`src/rtl/pipe_scroller_pkg.sv`:
```
// Shared definitions for the pipe field: state encoding, coordinate type and default geometry.
// Also used by the height table and the renderer.
package pipe_scroller_pkg;

  typedef enum logic [1:0] {
    ST_IDLE   = 2'd0,
    ST_SCROLL = 2'd1,
    ST_SHIFT  = 2'd2,
    ST_HALT   = 2'd3
  } state_e;

  localparam int unsigned NUM_SLOTS = 5;
  localparam int unsigned COORD_W   = 12;
  localparam int unsigned IDX_W     = 3;
  localparam int unsigned SCORE_W   = 8;

  localparam int DEF_SCREEN_W = 640;
  localparam int DEF_PIPE_W   = 60;
  localparam int DEF_SPACING  = 160;
  localparam int DEF_BIRD_X   = 100;

  typedef logic signed [COORD_W-1:0] coord_t;

  // Spawn X of slot k at reset or restart.
  function automatic coord_t spawn_x(input int k, input int screen_w, input int spacing);
    return coord_t'(screen_w + k * spacing);
  endfunction

endpackage

```
`src/rtl/pipe_scroller_if.sv`:
```
// Control inputs and field outputs of the pipe scroller.
// The game controller is the master; the scroller is the slave.
interface pipe_scroller_if;
  import pipe_scroller_pkg::*;

  logic               frame_tick;
  logic               start;
  logic               crash;
  coord_t             x0;
  coord_t             x1;
  coord_t             x2;
  coord_t             x3;
  coord_t             x4;
  logic [IDX_W-1:0]   rom_idx;
  logic [IDX_W-1:0]   coin_idx;
  logic               shift_pulse;
  logic               score_pulse;
  logic [SCORE_W-1:0] score;
  logic [1:0]         state;

  modport master (
    output frame_tick, start, crash,
    input  x0, x1, x2, x3, x4, rom_idx, coin_idx,
    input  shift_pulse, score_pulse, score, state
  );

  modport slave (
    input  frame_tick, start, crash,
    output x0, x1, x2, x3, x4, rom_idx, coin_idx,
    output shift_pulse, score_pulse, score, state
  );

endinterface

```
`src/rtl/pipe_scroller_mod5_counter.sv`:
```
// Three-bit counter wrapping 4 -> 0, with enable and synchronous clear.
// nxt_c_o exposes the next value so a mirror register can track q_o exactly.
module mod5_counter
  import pipe_scroller_pkg::*;
(
  input  logic             clk,
  input  logic             reset,
  input  logic             en_i,
  input  logic             clr_i,
  output logic [IDX_W-1:0] q_o,
  output logic [IDX_W-1:0] nxt_c_o
);

  localparam logic [IDX_W-1:0] WRAP_AT = IDX_W'(NUM_SLOTS - 1);

  logic [IDX_W-1:0] cnt_q;
  logic [IDX_W-1:0] cnt_d;

  always_comb begin
    cnt_d = cnt_q;
    if (clr_i) begin
      cnt_d = '0;
    end else if (en_i) begin
      cnt_d = (cnt_q == WRAP_AT) ? '0 : cnt_q + IDX_W'(1);
    end
  end

  always_ff @(posedge clk or posedge reset) begin
    if (reset) cnt_q <= '0;
    else       cnt_q <= cnt_d;
  end

  assign q_o     = cnt_q;
  assign nxt_c_o = cnt_d;

endmodule

```
`src/rtl/pipe_scroller.sv`:
```
// Scrolls five pipe slots left per frame tick, rotates them as slot 0 exits,
// and scores each pipe the bird clears.
module pipe_scroller
  import pipe_scroller_pkg::*;
#(
  parameter int SCREEN_W = DEF_SCREEN_W,
  parameter int PIPE_W   = DEF_PIPE_W,
  parameter int SPACING  = DEF_SPACING,
  parameter int SPEED    = 2,
  parameter int BIRD_X   = DEF_BIRD_X
) (
  input logic             clk,
  input logic             reset,
  pipe_scroller_if.slave  bus
);

  localparam coord_t SPEED_C   = coord_t'(SPEED);
  localparam coord_t PIPE_W_C  = coord_t'(PIPE_W);
  localparam coord_t SPACING_C = coord_t'(SPACING);
  localparam coord_t BIRD_X_C  = coord_t'(BIRD_X);
  localparam logic [SCORE_W-1:0] SCORE_MAX = '1;

  state_e             state_q;
  coord_t             x_q [NUM_SLOTS];
  logic [SCORE_W-1:0] score_q;
  logic               scored_q;
  logic               pending_q;
  logic               score_pulse_q;
  logic               shift_pulse_q;
  logic [IDX_W-1:0]   coin_idx_q;
  logic [IDX_W-1:0]   rom_idx;
  logic [IDX_W-1:0]   rom_idx_nxt;

  logic   advance_c;
  coord_t x0_next_c;
  coord_t x0_edge_c;

  // A tick parked during SHIFT counts as a tick on the following SCROLL cycle.
  assign advance_c = bus.frame_tick | pending_q;
  assign x0_next_c = x_q[0] - SPEED_C;
  assign x0_edge_c = x0_next_c + PIPE_W_C;

  mod5_counter u_rom_idx (
    .clk     (clk),
    .reset   (reset),
    .en_i    (state_q == ST_SHIFT),
    .clr_i   ((state_q == ST_HALT) && bus.start),
    .q_o     (rom_idx),
    .nxt_c_o (rom_idx_nxt)
  );

  always_ff @(posedge clk or posedge reset) begin
    if (reset) begin
      state_q       <= ST_IDLE;
      for (int k = 0; k < NUM_SLOTS; k++) x_q[k] <= spawn_x(k, SCREEN_W, SPACING);
      score_q       <= '0;
      scored_q      <= 1'b0;
      pending_q     <= 1'b0;
      score_pulse_q <= 1'b0;
      shift_pulse_q <= 1'b0;
      coin_idx_q    <= '0;
    end else begin
      score_pulse_q <= 1'b0;
      shift_pulse_q <= 1'b0;
      coin_idx_q    <= rom_idx_nxt;
      unique case (state_q)
        ST_IDLE: begin
          if (bus.start) state_q <= ST_SCROLL;
        end
        ST_SCROLL: begin
          if (bus.crash) begin
            state_q <= ST_HALT;
          end else if (advance_c) begin
            for (int k = 0; k < NUM_SLOTS; k++) x_q[k] <= x_q[k] - SPEED_C;
            pending_q <= 1'b0;
            if (!scored_q && (x0_edge_c < BIRD_X_C)) begin
              score_pulse_q <= 1'b1;
              scored_q      <= 1'b1;
              if (score_q != SCORE_MAX) score_q <= score_q + SCORE_W'(1);
            end
            if (x0_edge_c <= coord_t'(0)) state_q <= ST_SHIFT;
          end
        end
        ST_SHIFT: begin
          for (int k = 0; k < NUM_SLOTS - 1; k++) x_q[k] <= x_q[k+1];
          x_q[NUM_SLOTS-1] <= x_q[NUM_SLOTS-1] + SPACING_C;
          shift_pulse_q    <= 1'b1;
          scored_q         <= 1'b0;
          if (bus.crash) begin
            state_q <= ST_HALT;
          end else begin
            state_q <= ST_SCROLL;
            if (bus.frame_tick) pending_q <= 1'b1;
          end
        end
        ST_HALT: begin
          if (bus.start) begin
            for (int k = 0; k < NUM_SLOTS; k++) x_q[k] <= spawn_x(k, SCREEN_W, SPACING);
            score_q   <= '0;
            scored_q  <= 1'b0;
            pending_q <= 1'b0;
            state_q   <= ST_SCROLL;
          end
        end
        default: state_q <= ST_IDLE;
      endcase
    end
  end

  assign bus.x0          = x_q[0];
  assign bus.x1          = x_q[1];
  assign bus.x2          = x_q[2];
  assign bus.x3          = x_q[3];
  assign bus.x4          = x_q[4];
  assign bus.rom_idx     = rom_idx;
  assign bus.coin_idx    = coin_idx_q;
  assign bus.shift_pulse = shift_pulse_q;
  assign bus.score_pulse = score_pulse_q;
  assign bus.score       = score_q;
  assign bus.state       = state_q;

endmodule
```
`src/flat_wrapper.sv`:
```
// flat-port wrapper written by rule: the top's interface ports become plain ports
module pipe_scroller_flat import pipe_scroller_pkg::*;
#(
  parameter int SCREEN_W = DEF_SCREEN_W,
  parameter int PIPE_W   = DEF_PIPE_W,
  parameter int SPACING  = DEF_SPACING,
  parameter int SPEED    = 2,
  parameter int BIRD_X   = DEF_BIRD_X
)
  (clk, reset, bus_frame_tick, bus_start, bus_crash, bus_x0, bus_x1, bus_x2, bus_x3, bus_x4, bus_rom_idx, bus_coin_idx, bus_shift_pulse, bus_score_pulse, bus_score, bus_state);
  pipe_scroller_if bus_i ();
  input logic clk;
  input logic reset;
  input wire logic [$bits(bus_i.frame_tick)-1:0] bus_frame_tick;
  input wire logic [$bits(bus_i.start)-1:0] bus_start;
  input wire logic [$bits(bus_i.crash)-1:0] bus_crash;
  output wire logic [$bits(bus_i.x0)-1:0] bus_x0;
  output wire logic [$bits(bus_i.x1)-1:0] bus_x1;
  output wire logic [$bits(bus_i.x2)-1:0] bus_x2;
  output wire logic [$bits(bus_i.x3)-1:0] bus_x3;
  output wire logic [$bits(bus_i.x4)-1:0] bus_x4;
  output wire logic [$bits(bus_i.rom_idx)-1:0] bus_rom_idx;
  output wire logic [$bits(bus_i.coin_idx)-1:0] bus_coin_idx;
  output wire logic [$bits(bus_i.shift_pulse)-1:0] bus_shift_pulse;
  output wire logic [$bits(bus_i.score_pulse)-1:0] bus_score_pulse;
  output wire logic [$bits(bus_i.score)-1:0] bus_score;
  output wire logic [$bits(bus_i.state)-1:0] bus_state;
  assign bus_i.frame_tick = bus_frame_tick;
  assign bus_i.start = bus_start;
  assign bus_i.crash = bus_crash;
  assign bus_x0 = bus_i.x0;
  assign bus_x1 = bus_i.x1;
  assign bus_x2 = bus_i.x2;
  assign bus_x3 = bus_i.x3;
  assign bus_x4 = bus_i.x4;
  assign bus_rom_idx = bus_i.rom_idx;
  assign bus_coin_idx = bus_i.coin_idx;
  assign bus_shift_pulse = bus_i.shift_pulse;
  assign bus_score_pulse = bus_i.score_pulse;
  assign bus_score = bus_i.score;
  assign bus_state = bus_i.state;
  pipe_scroller #(.SCREEN_W(SCREEN_W), .PIPE_W(PIPE_W), .SPACING(SPACING), .SPEED(SPEED), .BIRD_X(BIRD_X)) u_core (.clk(clk), .reset(reset), .bus(bus_i));
endmodule
```
`config.mk`:
```
export PLATFORM = sky130hd
export DESIGN_NAME = pipe_scroller_flat
export DESIGN_NICKNAME = d
export VERILOG_FILES = /design/src/rtl/pipe_scroller_pkg.sv /design/src/rtl/pipe_scroller_if.sv /design/src/rtl/pipe_scroller_mod5_counter.sv /design/src/rtl/pipe_scroller.sv /design/src/flat_wrapper.sv
export SDC_FILE = /design/constraint.sdc
export NUM_CORES = 1
export LEC_CHECK = 0
export CORE_MARGIN = 10
export CORE_UTILIZATION = 55
export CTS_CLUSTER_DIAMETER = 100
export DETAILED_ROUTE_END_ITERATION = 7
export PLACE_DENSITY = 0.83
export SLEW_MARGIN = 40
export SYNTH_ARGS = -nofsm -noshare
export SYNTH_HDL_FRONTEND = slang
export SYNTH_HIERARCHICAL = 1
export SYNTH_SLANG_ARGS = --single-unit
```
`constraint.sdc`:
```
create_clock -name clk -period 6.2 [get_ports clk]
set_clock_uncertainty 0.2 [all_clocks]
set_input_delay 0.62 -clock clk [delete_from_list [all_inputs] [get_ports clk]]
set_output_delay 0.62 -clock clk [all_outputs]
set_load 0.01 [all_outputs]
```
---- Word-level counts from Yosys, hierarchy flattened ----
Index checks and enable logic that the tools add are counted.
cells by class
  mux-type cells .......................... 34
  $add $sub $neg .......................... 9
  reductions and logical operators ........ 13
  equal/unequal tests ..................... 15
  bitwise logic cells ..................... 1
  magnitude comparators ................... 2
operators by type and width
  operator                                                          number
  two-way mux 60 bit                                                3
  one-hot mux 60 bit (3 select lines)                               1
  subtractor 12 x 3 -> 12 bit (second input constant)               5
  two-way mux 8 bit                                                 5
  one-hot mux 8 bit (2 select lines)                                1
  two-way mux 1 bit                                                 13
  adder 12 x 7 -> 12 bit (second input constant)                    1
  adder 12 x 9 -> 12 bit (second input constant)                    1
  less-or-equal comparator 12 x 1 -> 1 bit (second input constant)  1
  < comparator 12 x 8 -> 1 bit (second input constant)              1
  AND reduction 6 bit                                               2
  two-way mux 2 bit                                                 5
  two-way mux 3 bit                                                 3
  adder 8 x 1 -> 8 bit (second input constant)                      1
  inequality test 2 x 1 -> 1 bit (second input constant)            4
  inequality test 2 bit (second input constant)                     4
  inequality test 8 bit (second input constant)                     1
  inequality test 3 x 2 -> 1 bit (second input constant)            2
  one-hot mux 1 bit (3 select lines)                                2
  one-hot mux 2 bit (3 select lines)                                1
  AND reduction 5 bit                                               1
  equality test 2 bit (second input constant)                       2
  AND reduction 4 bit                                               1
  nonzero test 2 bit                                                2
  other kinds (10)                                                  11
word-level totals
  input bits .............................. 5
  flip-flop bits (word level) ............. 77
  output and inout port bits .............. 78
  logic and storage cells ................. 86

---- Logic depth before layout (Yosys ltp) ----
Gate-level depths: netlist of the first run.
  word-level depth ........................ 8
  mapped depth ............................ 9
  gate-level depth less buffers ........... 9

---- By module ----
Netlist of the first run, hierarchy kept.
by module, submodules not included
  module         area each (µm²)  instances  seq. area each (µm²)  cells an instance
  pipe_scroller  4,576.9          1          1,819.2               547
  mod5_counter   170.2            1          75.1                  17

---- Worst setup path after synthesis of the first run ----
Ideal clock, no wire load.
  kind .................................... flip-flop to flip-flop
  start ................................... register u_core.x_q, in the netlist u_core/bus.x0[1]
  end ..................................... register u_core.score_q[1], in the netlist u_core/bus.score[1]
  buffers on the path ..................... 1
  arrival time ............................ 2.352 ns
  clock period less this slack ............ 2.677 ns
  slack ................................... 3.523 ns
  cell stages (with the launch flop) ...... 10
  setup time .............................. 0.125 ns
  cell sequence ........................... dfrtp_1 > inv_1 > ha_1 > clkbuf_1 > nand4b_1 > xor2_1 > o31a_1 > and2_4 > o32ai_4 > mux2_2
between the ends
  longest elaborated chain between the ends .. 6
RTL lines
  element                                   line                 text
  start: declaration                        pipe_scroller.sv:24  coord_t x_q [NUM_SLOTS];
  start signal: indexed assignment          pipe_scroller.sv:86  x_q[NUM_SLOTS-1] <= x_q[NUM_SLOTS-1] + SPACING_C;
  subtractor 12 x 3 -> 12 bit               pipe_scroller.sv:40  assign x0_next_c = x_q[0] - SPEED_C;
  adder 12 x 7 -> 12 bit                    pipe_scroller.sv:41  assign x0_edge_c = x0_next_c + PIPE_W_C;
  < comparator 12 x 8 -> 1 bit              pipe_scroller.sv:76  if (!scored_q && (x0_edge_c < BIRD_X_C)) begin
  logical AND 1 bit                         pipe_scroller.sv:76
  inequality test 2 x 1 -> 1 bit (no line)  -
  AND reduction 6 bit (no line)             -
  end signal: assignment                    pipe_scroller.sv:79  if (score_q != SCORE_MAX) score_q <= score_q + SCORE_W'(1);
  end: declaration                          pipe_scroller.sv:25  logic [SCORE_W-1:0] score_q;
Every way passes these cells.
A chain may end at the register's enable or synchronous reset.

---- Final worst setup path of the first run ----
  start ................................... register u_core.state_q[0], in the netlist u_core/bus.state[0]
  end ..................................... register u_core.x_q, in the netlist u_core/bus.x4[11]
between the ends
  longest elaborated chain between the ends .. 3
  elaborated cells on any way between the ends .. 9
RTL lines
  element                                                                 line                 text
  start: declaration                                                      pipe_scroller.sv:23  state_e state_q;
  start signal: assignment                                                pipe_scroller.sv:54  state_q <= ST_IDLE;
  start signal: assignment                                                pipe_scroller.sv:68  if (bus.start) state_q <= ST_SCROLL;
  start signal: assignment                                                pipe_scroller.sv:72  state_q <= ST_HALT;
  equality test 2 x 1 -> 1 bit or equality test 2 bit (tied branches)     pipe_scroller.sv:66  unique case (state_q)
  inequality test 2 x 1 -> 1 bit (no line), or another cell as far along  -
  AND reduction 4 bit (no line)                                           -
Parallel ways exist; a longest one is shown, timed or not.

==> results.yml, run 1 <==
synthesis:
  yosysTopAreaCell: "dfrtp_1"
  yosysWarningCount: 6
  yosys_most_used_dff: "dfrtp_1"
  ys_ff_latch: 75
  synth_area_leaders: "dfrtp_1, o21ai_0, dfstp_2"
  yosysTopAreaCellShare_pct: 32.2
  yosysMostFrequentCell: "o21ai_0"
  synth_cell_types: 69
  synthTopCellsByCount: "o21ai_0, dfrtp_1, nor2_1, a21oi_1, nand2_1"
  netlist_instances: 564
  async_flop_share_pct: 100
  netlist_area_mm2: 0.00475
  synth_seq_area_share_pct: 39.9
  avgSynthCellArea_um2: 8.42
  synth_enable_flop_cells: 0
place:
  portBuffers: 77
  postPlaceCellArea_mm2: 0.00554
  hpwl_mm: 9.33
  routabilityCongestion: 0.908
clocking:
  cts_max_level: 3
  cts-resized-gates: 0
  postCtsSetupBuffers: 0
  cts_tree: "yes"
  ctsHoldBuffers: 0
  cts_sinks: 75
  clockBufferDepth: 2
  cts.reportedPaths.clkPinSlew_ps: 80
  cts_buffers: 9
  worstSkewPairLatency_ps: 350
  clock-root-buffer: "clkbuf_8"
sta:
  drv_slew: 0
  setup_viol: 0
  post-route-period-util_pct: 54.0
  finalSetupTns_ps: 0
  rsz0062_at_grt: "false"
  tightest_slew_ps: 778
  maxSlewHeadroom_pct: 47.6
  finalHoldViolations: 0
  max_freq_mhz: 299
  fin_crit_ps: 3350
worst_setup_path:
  ff2ff_setup_slack_ps: 2850
  path_cells: "ha_1, inv_1, a2bb2oi_1, nand2b_2, buf_4, nor3_1, a21oi_1, a2bb2oi_1, o31ai_1"
  r2r_end: "u_core/bus.x4[11]$_DFFE_PP0P_"
  cp-end-kind: "flip-flop"
  crit_type: "flip-flop to flip-flop"
  r2r_cells: 9
  required_ps: 6230
  crit_top_cell: "a2bb2oi_1"
  crit_arrival_ps: 3370
  worstPathMaxFanout: 66
  slowest_delay_ps: 640
  start_kind: "flip-flop"
  r2r_start: "u_core/bus.state[0]$_DFFE_PP0P_"
  crit_path_top_delay_cell: "ha_1"
layout:
  final_area_mm2: 0.00576
  layout-drive-gt1-share_pct: 9.39
  areaGrowthSynthToFinish_pct: 21.4
  num_antenna_cells: 0
  nFillCells: 658
  finalNetCount: 643
detailed_routing:
  detail_route.iter0.violations: 424
  met3WireLength_mm: 1.22
  wl_per_cell_um: 18.7
  route.top_layer_used: "met4"
  ant_nets: 0
  wl_met2_mm: 6.61
  viasPerCell: 6.40
  drc: 0
  totalWireLength_mm: 13.7
  first_pass_iters: 7
  num_vias: 4693
  met1_length_mm: 5.61
grt:
  grt_max_degree: 73
  antenna_found_initial: 0
  grt_pass1_wl_mm: 22.5
  overflow: 0
  grt_pass1_vias: 4497
  grt_usage_pct: 20.6
die:
  fp.dieH_um: 113
  fp-row-count: 33
  die_area_mm2: 0.0127
  initial_core_util_pct: 57.2
  core_area_mm2: 0.00830
  ioPinCount: 83
  die_w_um: 113
status:
  outcome: "complete, no violations"
power:
  peakVddDrop_uv: 311
  total_leakage_power_uw: 0.00233
  power_density_mw_per_mm2: 572
hold_path:
  hold_path.class: "input port to asynchronous set/reset pin"
job:
  drv_cap: 0
[layer usage]
layer	GRT usage [%]	vias up
met2	33.8	255
li1	-	2160
met1	25.9	2244
met3	4.86	34
met4	6.94	0
met5	0	-
[worst max-delay path: cells and delay by family, from the launching register on]
family | cells | cell delay [ps]
AOI/OAI and AO/OA | 4 | 690
and+or+nand+nor | 2 | 330
DFF | 1 | 430
adders and majority gates | 1 | 640
buffers and inverters | 2 | 920
[area by class of cell]
type / instances / area, um2 / share of cell area, %
inverters: 34 / 128 / 2.21
well taps: 105 / 131 / 2.28
flip-flops and latches: 75 / 1890 / 32.9
multi-input cells: 420 / 2560 / 44.5
clock inverters: 6 / 88.8 / 1.54
clock buffers: 10 / 138 / 2.39
repair buffers: 83 / 820 / 14.2
[registers in the layout (all words and copies together), names as in the netlist]
name	count
u_core/bus.x3	11
u_core/scored_q	1
u_core/bus.x1	11
u_core/bus.shift_pulse	1
u_core/pending_q	1
u_core/bus.score	8
u_core/bus.x0	11
u_core/bus.x4	11
u_core/bus.coin_idx	3
u_core/bus.score_pulse	1
u_core/bus.state	2
u_core/u_rom_idx/q_o	3
u_core/bus.x2	11
[cells in the final DEF (no fill, tap or decap), types with 3 or more instances in the layout]
cell | netlist | routed
a211oi_1 | 3 | 3
nand3_1 | 18 | 18
conb_1 | 1 | 5
nor3b_1 | 4 | 4
o22ai_1 | 6 | 6
nor4_1 | 7 | 7
nor2_1 | 52 | 52
mux2i_1 | 4 | 4
inv_1 | 34 | 33
o21ai_0 | 74 | 74
xnor2_1 | 3 | 3
o31ai_1 | 4 | 4
a32oi_1 | 6 | 6
o22a_2 | 6 | 6
a31oi_1 | 8 | 8
dfrtp_1 | 61 | 61
a22oi_1 | 21 | 21
clkdlybuf4s50_1 | 0 | 77
or3_1 | 3 | 3
ha_1 | 15 | 15
o2bb2ai_1 | 3 | 3
o21a_1 | 3 | 3
a21oi_1 | 44 | 44
dfstp_2 | 14 | 14
nand2b_1 | 7 | 6
nor2b_1 | 9 | 8
nand2_1 | 43 | 43
and3_1 | 4 | 4
buf_4 | 5 | 5
nor3_1 | 19 | 19
clkbuf_8 | 0 | 10
[power by group]
group	leakage, uW	internal (uW)	total [uW]	switching [uW]
registers	0.000940	702	1000	303
logic	0.00129	789	1860	1070
clock network	0.000108	238	428	191
total	0.00233	1730	3300	1570
[metrics by stage]
stage / hold slack [ps] / util (%) / setup slack (ps) / instances / total power, uW
3_3_place_gp: 284 / 66.7 / 3030 / 717 / 2750
5_1_grt: 290 / 69.4 / 2580 / 733 / 3530
3_5_place_dp: 291 / 66.7 / 2920 / 717 / 2830
2_1_floorplan: 174 / - / 3520 / 568 / 2150
6_report: 283 / 69.4 / 2850 / 733 / 3300
4_1_cts: 277 / 69.4 / 2890 / 733 / 3270
[cells by family (layout without fill, tap and decap cells)]
logic type      after synthesis  after routing  synth area share, %
xor+xnor                      5              5                0.923
other cells                   1              5               0.0790
fa+ha+maj                    15             15                 3.95
simple gates                184            184                 19.3
flops                        75             75                 39.9
compound gates              204            204                 27.8
buf+inv                      73            133                 6.54
mux                           7              7                 1.56
[how the worst max path moves through the flow]
stage                                          from                              end  slack, ps  depth (start not counted)
finish              u_core/bus.state[0]$_DFFE_PP0P_    u_core/bus.x4[11]$_DFFE_PP0P_       2850                          9
global route        u_core/bus.state[0]$_DFFE_PP0P_    u_core/bus.x4[11]$_DFFE_PP0P_       2580                          9
CTS                 u_core/bus.state[0]$_DFFE_PP0P_    u_core/bus.x4[11]$_DFFE_PP0P_       2890                          9
detailed placement  u_core/bus.state[0]$_DFFE_PP0P_    u_core/bus.x4[11]$_DFFE_PP0P_       2920                          9
global placement    u_core/bus.state[0]$_DFFE_PP0P_    u_core/bus.x4[11]$_DFFE_PP0P_       3030                          9
floorplan              u_core/bus.x0[1]$_DFFE_PP0P_  u_core/bus.score[1]$_DFFE_PP0P_       3520                          9
(Power assumes the default switching activity.)
==> run 2: changes to the inputs <==
Settings changed: CORE_UTILIZATION 55 to 54, PLACE_DENSITY 0.83 to 0.81.
Clock period 6.2 ns to 3.4 ns, I/O delays scaled along.
==> results.yml, run 2 (synthesized netlist as in run 1, its figures left out) <==
detailed_routing:
  totalWireLength_mm: 13.8
  route.top_layer_used: "met4"
  viasPerCell: 6.26
  drc: 0
  first_pass_iters: 5
  num_vias: 4673
  met1_length_mm: 5.73
  wl_met2_mm: 6.87
  detail_route.iter0.violations: 261
  met3WireLength_um: 962
  wl_per_cell_um: 18.5
  ant_nets: 0
die:
  initial_core_util_pct: 55.0
  fp-row-count: 34
  die_w_um: 114
  die_area_mm2: 0.0129
  core_area_mm2: 0.00864
  fp.dieH_um: 114
  ioPinCount: 83
clocking:
  worstSkewPairLatency_ps: 360
  postCtsSetupBuffers: 0
  cts_max_level: 3
  cts_sinks: 75
  clock-root-buffer: "clkbuf_8"
  cts_tree: "yes"
  cts.reportedPaths.clkPinSlew_ps: 90
  cts_buffers: 9
  clockBufferDepth: 2
  cts-resized-gates: 0
sta:
  tightest_slew_ps: 751
  drv_slew: 0
  setup_viol: 0
  fin_crit_ps: 3060
  post-route-period-util_pct: 90.1
  setup_slack_ps: 336
  max_freq_mhz: 326
  rsz0062_at_grt: "false"
  maxSlewHeadroom_pct: 49.5
  finalSetupTns_ps: 0
  finalHoldViolations: 0
power:
  power_density_mw_per_mm2: 1040
  total_leakage_power_uw: 0.00238
  peakVddDrop_uv: 516
worst_setup_path:
  required_ps: 3450
  path_cells: "inv_1, ha_1, nor4b_1, a22oi_1, o221ai_1, o2111ai_1, and2_4, o32ai_4, mux2_2"
  crit_type: "flip-flop to flip-flop"
  worstPathMaxFanout: 16
  r2r_cells: 9
  start_kind: "flip-flop"
  crit_path_top_delay_cell: "dfrtp_1"
  crit_arrival_ps: 3120
  slowest_delay_ps: 480
  cp-end-kind: "flip-flop"
layout:
  final_area_mm2: 0.00584
  areaGrowthSynthToFinish_pct: 23.1
  stdcell_count: 746
  layout_commonest_cell: "clkdlybuf4s50_1"
  layout-drive-gt1-share_pct: 10.5
  layout_common_cells: "clkdlybuf4s50_1, o21ai_0, dfrtp_1"
  finalNetCount: 653
  num_antenna_cells: 0
status:
  outcome: "complete, no violations"
grt:
  grt_pass1_wl_mm: 22.9
  overflow: 0
  grt_pass1_vias: 4580
  grt_max_degree: 46
  antenna_found_initial: 0
  grt_usage_pct: 21.3
place:
  hpwl_mm: 9.62
  dp_slack_ps: 436
  portBuffers: 77
  dpl.cell_count: 729
  postPlaceCellArea_mm2: 0.00562
  routabilityCongestion: 0.836
job:
  drv_cap: 0
hold_path:
  whs_path_depth: 2
  hold_path.class: "flip-flop to flip-flop"
-- run 2: changes by cell type in the layout (fill, tap and decap cells not counted) --
cell	previous run	this run
buf_12	0	1
inv_6	0	1
buf_6	1	0
dlygate4sd3_1	0	1
clkinv_4	1	0
clkbuf_1	0	1
buf_4	5	14
clkbuf_8	10	9
-- run 2: final cells by class --
class	count	area, um2
clock buffer	10	128
clock inverter	6	88.8
fill	716	2790
inverter	34	128
multi-input combinational	420	2560
sequential	75	1890
tap	108	135
timing repair buffer	93	906
-- run 2: final timing paths --
path / startpoint / endpoint / slack [ps]
min in group asynchronous: reset / u_core/u_rom_idx/q_o[2]$_DFF_PP0_ / 550
worst min-delay path: u_core/bus.x1[9]$_DFFE_PP1P_ / u_core/bus.x1[9]$_DFFE_PP1P_ / 310
worst max register to register: u_core/bus.x0[1]$_DFFE_PP0P_ / u_core/bus.score[1]$_DFFE_PP0P_ / 340
worst min register to register: u_core/bus.x1[9]$_DFFE_PP1P_ / u_core/bus.x1[9]$_DFFE_PP1P_ / 310
max in group asynchronous: reset / u_core/bus.x3[6]$_DFFE_PP1P_ / 1480
worst max-delay path: u_core/bus.x0[1]$_DFFE_PP0P_ / u_core/bus.score[1]$_DFFE_PP0P_ / 340
-- run 2: critical path, delay by kind of cell, from the launching register on --
| family | cells | cell delay [ps] |
|---|---|---|
| mux | 1 | 360 |
| flops | 1 | 480 |
| fa+ha+maj | 1 | 390 |
| buf+inv | 1 | 120 |
| simple gates | 2 | 540 |
| compound gates | 4 | 870 |
-- run 2: per-layer routing --
metal	global-route usage (%)	vias up
met5	0	-
met4	7.87	0
met3	5.56	24
met2	34.6	176
met1	26.5	2288
li1	-	2185
-- run 2: timing repair --
action / in CTS / in global routing
setup endpoints to repair: 0 / 0
hold buffers: 1 / 0
hold endpoints to repair: 3 / 0
-- run 2: metrics by stage --
stage	utilization, %	hold slack, ps	total power [uW]
5_1_grt	67.6	323	6570
3_3_place_gp	65.0	279	5160
6_report	67.6	305	6100
3_5_place_dp	65.0	288	5280
2_1_floorplan	-	-106	3910
4_1_cts	67.6	303	6080
-- run 2: power by group --
part / total (uW) / switching [uW] / leakage (uW) / internal, uW
Combinational: 3520 / 2000 / 0.00134 / 1530
Clock: 775 / 359 / 0.000103 / 415
Sequential: 1810 / 528 / 0.000940 / 1280
Total: 6100 / 2880 / 0.00238 / 3220
==> run 3: changes to the inputs <==
Settings changed: SKIP_LAST_GASP from default to 1.
==> results of run 3 <==
The final DEF is identical to that of run 2; final timing and power are the same.
